**config.mk**
```make
export PLATFORM = sky130hd
export DESIGN_NAME = rx_frame_decoder
export DESIGN_NICKNAME = d
export VERILOG_FILES = /design/src/rtl/rx_frame_decoder.sv
export SDC_FILE = /design/constraint.sdc
export NUM_CORES = 1
export LEC_CHECK = 0
export BUFFER_PORTS_ARGS = -buffer_cell sky130_fd_sc_hd__buf_4
export CAP_MARGIN = 20
export CORE_AREA = 2 2 72 74
export DETAILED_ROUTE_END_ITERATION = 10
export DIE_AREA = 0 0 74 76
export PLACE_DENSITY = 0.67
export SYNTH_ARGS = -nofsm -noshare
export SYNTH_HDL_FRONTEND = slang
export SYNTH_SLANG_ARGS = --single-unit
```
**constraint.sdc**
```tcl
create_clock -name clk -period 4 [get_ports clk]
set_clock_uncertainty 0.1 [all_clocks]
set_input_delay 1.2 -clock clk [delete_from_list [all_inputs] [get_ports clk]]
set_output_delay 1.2 -clock clk [all_outputs]
set_load 0.05 [all_outputs]
```
**src/rtl/rx_frame_decoder.sv**
```systemverilog
// rx_frame_decoder: parses header/payload frames from a first-word fall-through rx FIFO
module rx_frame_decoder #(
    parameter logic [15:0] TIMEOUT_CYCLES = 16'd50000
) (
    input  logic        clk,
    input  logic        rst_n,
    input  logic [7:0]  rx_rdata,
    input  logic        rx_rempty,
    output logic        rx_rinc,
    output logic [5:0]  cmd,
    output logic [15:0] arg,
    output logic [1:0]  arg_len,
    output logic        valid,
    input  logic        accept,
    output logic        err_timeout,
    output logic        err_len
);
    typedef enum logic [1:0] {IDLE, MSB, LSB, OUT} state_t;
    state_t      state, state_nx;
    logic [15:0] tcnt, tcnt_nx;
    logic [5:0]  cmd_nx;
    logic [15:0] arg_nx;
    logic [1:0]  len_nx;
    logic        valid_nx, err_to_nx, err_len_nx;
    logic        waiting, expire;
    assign waiting = (state == MSB) || (state == LSB);
    assign expire  = waiting && rx_rempty && (tcnt == TIMEOUT_CYCLES - 16'd1);
    // next-state, byte capture, timeout counting and registered output values
    always_comb begin
        state_nx   = state;
        cmd_nx     = cmd;
        arg_nx     = arg;
        len_nx     = arg_len;
        valid_nx   = 1'b0;
        err_to_nx  = 1'b0;
        err_len_nx = 1'b0;
        rx_rinc    = rst_n && !rx_rempty && (state != OUT);
        tcnt_nx    = (waiting && rx_rempty && !expire) ? ((tcnt == 16'hFFFF) ? tcnt : tcnt + 16'd1) : 16'd0;
        case (state)
            IDLE: begin
                if (rx_rinc) begin
                    if (rx_rdata[7:6] == 2'd3) begin
                        err_len_nx = 1'b1;
                    end else begin
                        cmd_nx   = rx_rdata[5:0];
                        len_nx   = rx_rdata[7:6];
                        arg_nx   = 16'h0000;
                        state_nx = (rx_rdata[7:6] == 2'd0) ? OUT : MSB;
                    end
                end
            end
            MSB: begin
                if (rx_rinc) begin
                    arg_nx   = {rx_rdata, 8'h00};
                    state_nx = (arg_len == 2'd1) ? OUT : LSB;
                end else if (expire) begin
                    err_to_nx = 1'b1;
                    state_nx  = IDLE;
                end
            end
            LSB: begin
                if (rx_rinc) begin
                    arg_nx[7:0] = rx_rdata;
                    state_nx    = OUT;
                end else if (expire) begin
                    err_to_nx = 1'b1;
                    state_nx  = IDLE;
                end
            end
            OUT: begin
                if (valid && accept) state_nx = IDLE;
                else valid_nx = 1'b1;
            end
        endcase
    end
    // state and output registers with synchronous active-low reset
    always_ff @(posedge clk) begin
        if (!rst_n) begin
            state       <= IDLE;
            tcnt        <= 16'd0;
            cmd         <= 6'd0;
            arg         <= 16'd0;
            arg_len     <= 2'd0;
            valid       <= 1'b0;
            err_timeout <= 1'b0;
            err_len     <= 1'b0;
        end else begin
            state       <= state_nx;
            tcnt        <= tcnt_nx;
            cmd         <= cmd_nx;
            arg         <= arg_nx;
            arg_len     <= len_nx;
            valid       <= valid_nx;
            err_timeout <= err_to_nx;
            err_len     <= err_len_nx;
        end
    end
endmodule

```
==> flow_summary.html <==
<table>
<tr><th>Metric</th><th>Value</th></tr>
<tr><th colspan="2">Run status</th></tr>
<tr><td>Run status</td><td>completed</td></tr>
<tr><th colspan="2">STA</th></tr>
<tr><td>Pins Over Slew Limit</td><td>0</td></tr>
<tr><td>Setup tns final</td><td>0 ns</td></tr>
<tr><td>Min Tclk post-route</td><td>around 3.4 ns</td></tr>
<tr><td>Peak clock frequency supported by timing</td><td>about 290 MHz</td></tr>
<tr><td>Portion of the clock cycle consumed by the worst path in the final layout</td><td>0.857</td></tr>
<tr><td>RSZ-0062 raised after global routing</td><td>no</td></tr>
<tr><td>Worst Max-Slew Pin Slew</td><td>~0.68 ns</td></tr>
<tr><td>Final hold violation count</td><td>0</td></tr>
<tr><td>Max transition margin</td><td>0.542</td></tr>
<tr><td>Setup-failing EPs final</td><td>0</td></tr>
<tr><th colspan="2">CTS</th></tr>
<tr><td>Worst skew pair latency</td><td>roughly 0.30 ns</td></tr>
<tr><td>Maximum buffer depth of the clock tree</td><td>2</td></tr>
<tr><td>Number of H-tree branching levels</td><td>2</td></tr>
<tr><td>Number of setup buffers added after CTS</td><td>0</td></tr>
<tr><td>Clk Tree Root Cell</td><td>clkbuf_8</td></tr>
<tr><td>Inserted Clock Buffers</td><td>5</td></tr>
<tr><td>Number of clock sinks seen by CTS</td><td>45</td></tr>
<tr><td>Post_cts resized</td><td>0</td></tr>
<tr><td>CTS hold repair buffers</td><td>0</td></tr>
<tr><td>Clock-pin slew on the worst setup and hold paths</td><td>around 0.1 ns</td></tr>
<tr><td>CTS tree</td><td>done</td></tr>
<tr><th colspan="2">Min path</th></tr>
<tr><td>Min-Delay Path Class</td><td>reg -&gt; reg</td></tr>
<tr><th colspan="2">Critical path</th></tr>
<tr><td>Crit path arrival time</td><td>2.13 ns</td></tr>
<tr><td>Required time worst endpoint</td><td>between 2 and 3 ns</td></tr>
<tr><td>Sort of element at the start of the critical path</td><td>input port</td></tr>
<tr><td>Critical path class</td><td>in -&gt; out</td></tr>
<tr><td>Maximum fanout along the worst path</td><td>10</td></tr>
<tr><td>Element type at the critical path end</td><td>output port</td></tr>
<tr><th colspan="2">Power and ir drop</th></tr>
<tr><td>Total Power Consumption</td><td>approximately 0.0010 W</td></tr>
<tr><td>Leakage power summed over all cells</td><td>0.879 nW</td></tr>
<tr><td>Power density normalized to cell area</td><td>413 mW/mm^2</td></tr>
<tr><td>Max IR drop VDD</td><td>0.153 mV</td></tr>
<tr><th colspan="2">Floorplanning</th></tr>
<tr><td>Number of ports placed on the die boundary</td><td>40</td></tr>
<tr><td>Die footprint</td><td>between 0.005 and 0.006 sq mm</td></tr>
<tr><td>Y dimension of the die</td><td>about 76 um</td></tr>
<tr><td>Total core area</td><td>~0.0049 sq mm</td></tr>
<tr><td>Initial Utilization</td><td>0.425</td></tr>
<tr><td>Number of placement rows</td><td>26</td></tr>
<tr><td>Die width</td><td>between 70 and 80 um</td></tr>
<tr><th colspan="2">Routing</th></tr>
<tr><td>Routed via count</td><td>1987</td></tr>
<tr><td>Drt total wl</td><td>roughly 4800 um</td></tr>
<tr><td>DRT antenna net count</td><td>0</td></tr>
<tr><td>Total DRC errors in the routed layout</td><td>0</td></tr>
<tr><td>Length of the first detailed-routing pass in iterations</td><td>4</td></tr>
<tr><td>Initial detailed-routing violation count</td><td>~140</td></tr>
<tr><td>Via-to-Cell Ratio</td><td>5.50</td></tr>
<tr><td>Average wire per standard cell</td><td>13.3 um</td></tr>
<tr><th colspan="2">Synth</th></tr>
<tr><td>Number of cells produced by synthesis</td><td>between 200 and 300</td></tr>
<tr><td>Post-synth ARST share</td><td>0</td></tr>
<tr><td>Net count after synthesis</td><td>about 270</td></tr>
<tr><td>Yosys warning total</td><td>0</td></tr>
<tr><td>Top post-synthesis cells by area</td><td>dfxtp_1 43%, a21oi_1 7.0%, nand3_1 5.5%, nand2_1 5.4%, nor2_1 3.2%</td></tr>
<tr><td>Unique masters post-synth</td><td>42</td></tr>
<tr><td>Sequential area share after synthesis</td><td>0.431</td></tr>
<tr><td>Yosys reg bits</td><td>45</td></tr>
<tr><td>Portion of synthesized cell area occupied by the leading cell type</td><td>0.431</td></tr>
<tr><td>Mean area per synthesized cell</td><td>a little over 8 sq um</td></tr>
<tr><td>Largest area contributor in the netlist</td><td>dfxtp_1</td></tr>
<tr><td>Number of flops mapped to enable cells by yosys</td><td>0</td></tr>
<tr><td>Library cell with the highest instance count after synthesis</td><td>dfxtp_1</td></tr>
<tr><td>Post-synthesis instance area</td><td>~0.0021 sq mm</td></tr>
<tr><td>Most frequent cells after synthesis</td><td>45 x dfxtp_1, 30 x nand2_1, 29 x a21oi_1</td></tr>
<tr><td>Main flop type after synthesis</td><td>dfxtp_1</td></tr>
<tr><th colspan="2">GRT</th></tr>
<tr><td>Via count of the first global-routing pass</td><td>1757</td></tr>
<tr><td>Global-route total usage across every layer</td><td>0.176</td></tr>
<tr><td>Pin count of the biggest net entering global routing</td><td>28</td></tr>
<tr><td>Overall overflow remaining after global route</td><td>0</td></tr>
<tr><td>Initial antenna violation count</td><td>0</td></tr>
<tr><td>Wire length of the first global-routing pass</td><td>between 8000 and 9000 um</td></tr>
<tr><th colspan="2">Layout</th></tr>
<tr><td>Share of final-layout standard cells stronger than drive strength 1</td><td>0.189</td></tr>
<tr><td>Final Util</td><td>0.514</td></tr>
<tr><td>Diodes inserted</td><td>0</td></tr>
<tr><td>Area growth from synthesis to layout</td><td>20.9%</td></tr>
<tr><td>Layout net count</td><td>just over 300</td></tr>
<tr><td>Post-route non-filler standard cell count</td><td>361</td></tr>
<tr><th colspan="2">Placed design</th></tr>
<tr><td>HPWL after detailed placement</td><td>around 3400 um</td></tr>
<tr><td>Port Buffers</td><td>39</td></tr>
<tr><td>Placed cell count</td><td>353</td></tr>
<tr><td>Last weighted congestion value of the routability-driven placer</td><td>0.806</td></tr>
<tr><th colspan="2">Run</th></tr>
<tr><td>Number of max-capacitance violations reported</td><td>0</td></tr>
</table>
-- cell families after synthesis --
group / Yosys count / synth area share
compound gates: 65 / 0.192
simple gates: 113 / 0.283
buf+inv: 22 / 0.0413
fa+ha+maj: 5 / 0.0300
xor+xnor: 3 / 0.0126
flops: 45 / 0.431
mux: 2 / 0.00959
-- power breakdown --
group,internal (W),total [W],switching [W]
Combinational,0.0000850,0.000265,0.000180
Sequential,0.000470,0.000485,0.0000152
Clock,0.000126,0.000293,0.000166
-- registers in the layout, indices dropped and copies added, names as in the netlist --
signal / count
arg: 16
arg_len: 2
cmd: 6
err_len: 1
err_timeout: 1
state: 2
tcnt: 16
valid: 1
-- area by class of cell --
class	count	area, sq um
sequential	45	901
clock inverter	3	25.0
fill	490	2390
timing repair buffer	41	308
clock buffer	5	68.8
multi-input combinational	188	1100
tap	70	87.6
inverter	9	33.8
-- placed cells by master, fill, tap and decap left out, drive strengths merged, types with 2 or more instances in the layout --
cell	count
a211oi	3
a21oi	29
a31oi	4
and3	4
and4b	2
buf	41
clkbuf	5
clkinv	2
dfxtp	45
ha	5
inv	9
mux2i	2
nand2	30
nand3	24
nand4	8
nor2	18
nor2b	4
nor3	6
nor3b	2
nor4	7
o211ai	9
o21a	3
o21ai	8
or3	5
xnor2	2
-- path summary, 6_finish.rpt --
path | startpoint | endpoint | slack [ns] | depth (start not counted)
min reg2reg | cmd[4] | cmd[4] | 0.36 | 2
min | cmd[4] | cmd[4] | 0.36 | 2
max | rx_rempty | rx_rinc | 0.57 | 3
max reg2reg | tcnt[5] | tcnt[11] | 1.81 | 4
-- worst max-delay path: stages --
cell,delay (ns)
buf_4,0.12
nor3b_2,0.50
buf_4,0.30
-- through the flow --
| step | instance area (sq um) | setup WS [ns] | hold WS (ns) |
|---|---|---|---|
| final | 2520 | 0.570 | 0.358 |
| after global routing | 2520 | 0.507 | 0.378 |
| after global placement | 2430 | 0.632 | 0.344 |
| after detailed placement | 2430 | 0.608 | 0.347 |
| after floorplan | 2090 | 0.618 | 0.364 |
| after CTS | 2520 | 0.595 | 0.361 |
-- per-layer routing --
layer	global-route usage	wire, um	vias up	part of all wire
met5	0	0	-	0
met4	0.0491	25	0	0.0052
met3	0.0370	215	2	0.045
met2	0.272	2270	54	0.47
met1	0.248	2310	933	0.48
li1	-	-	998	-
(Power assumes the default switching activity.)
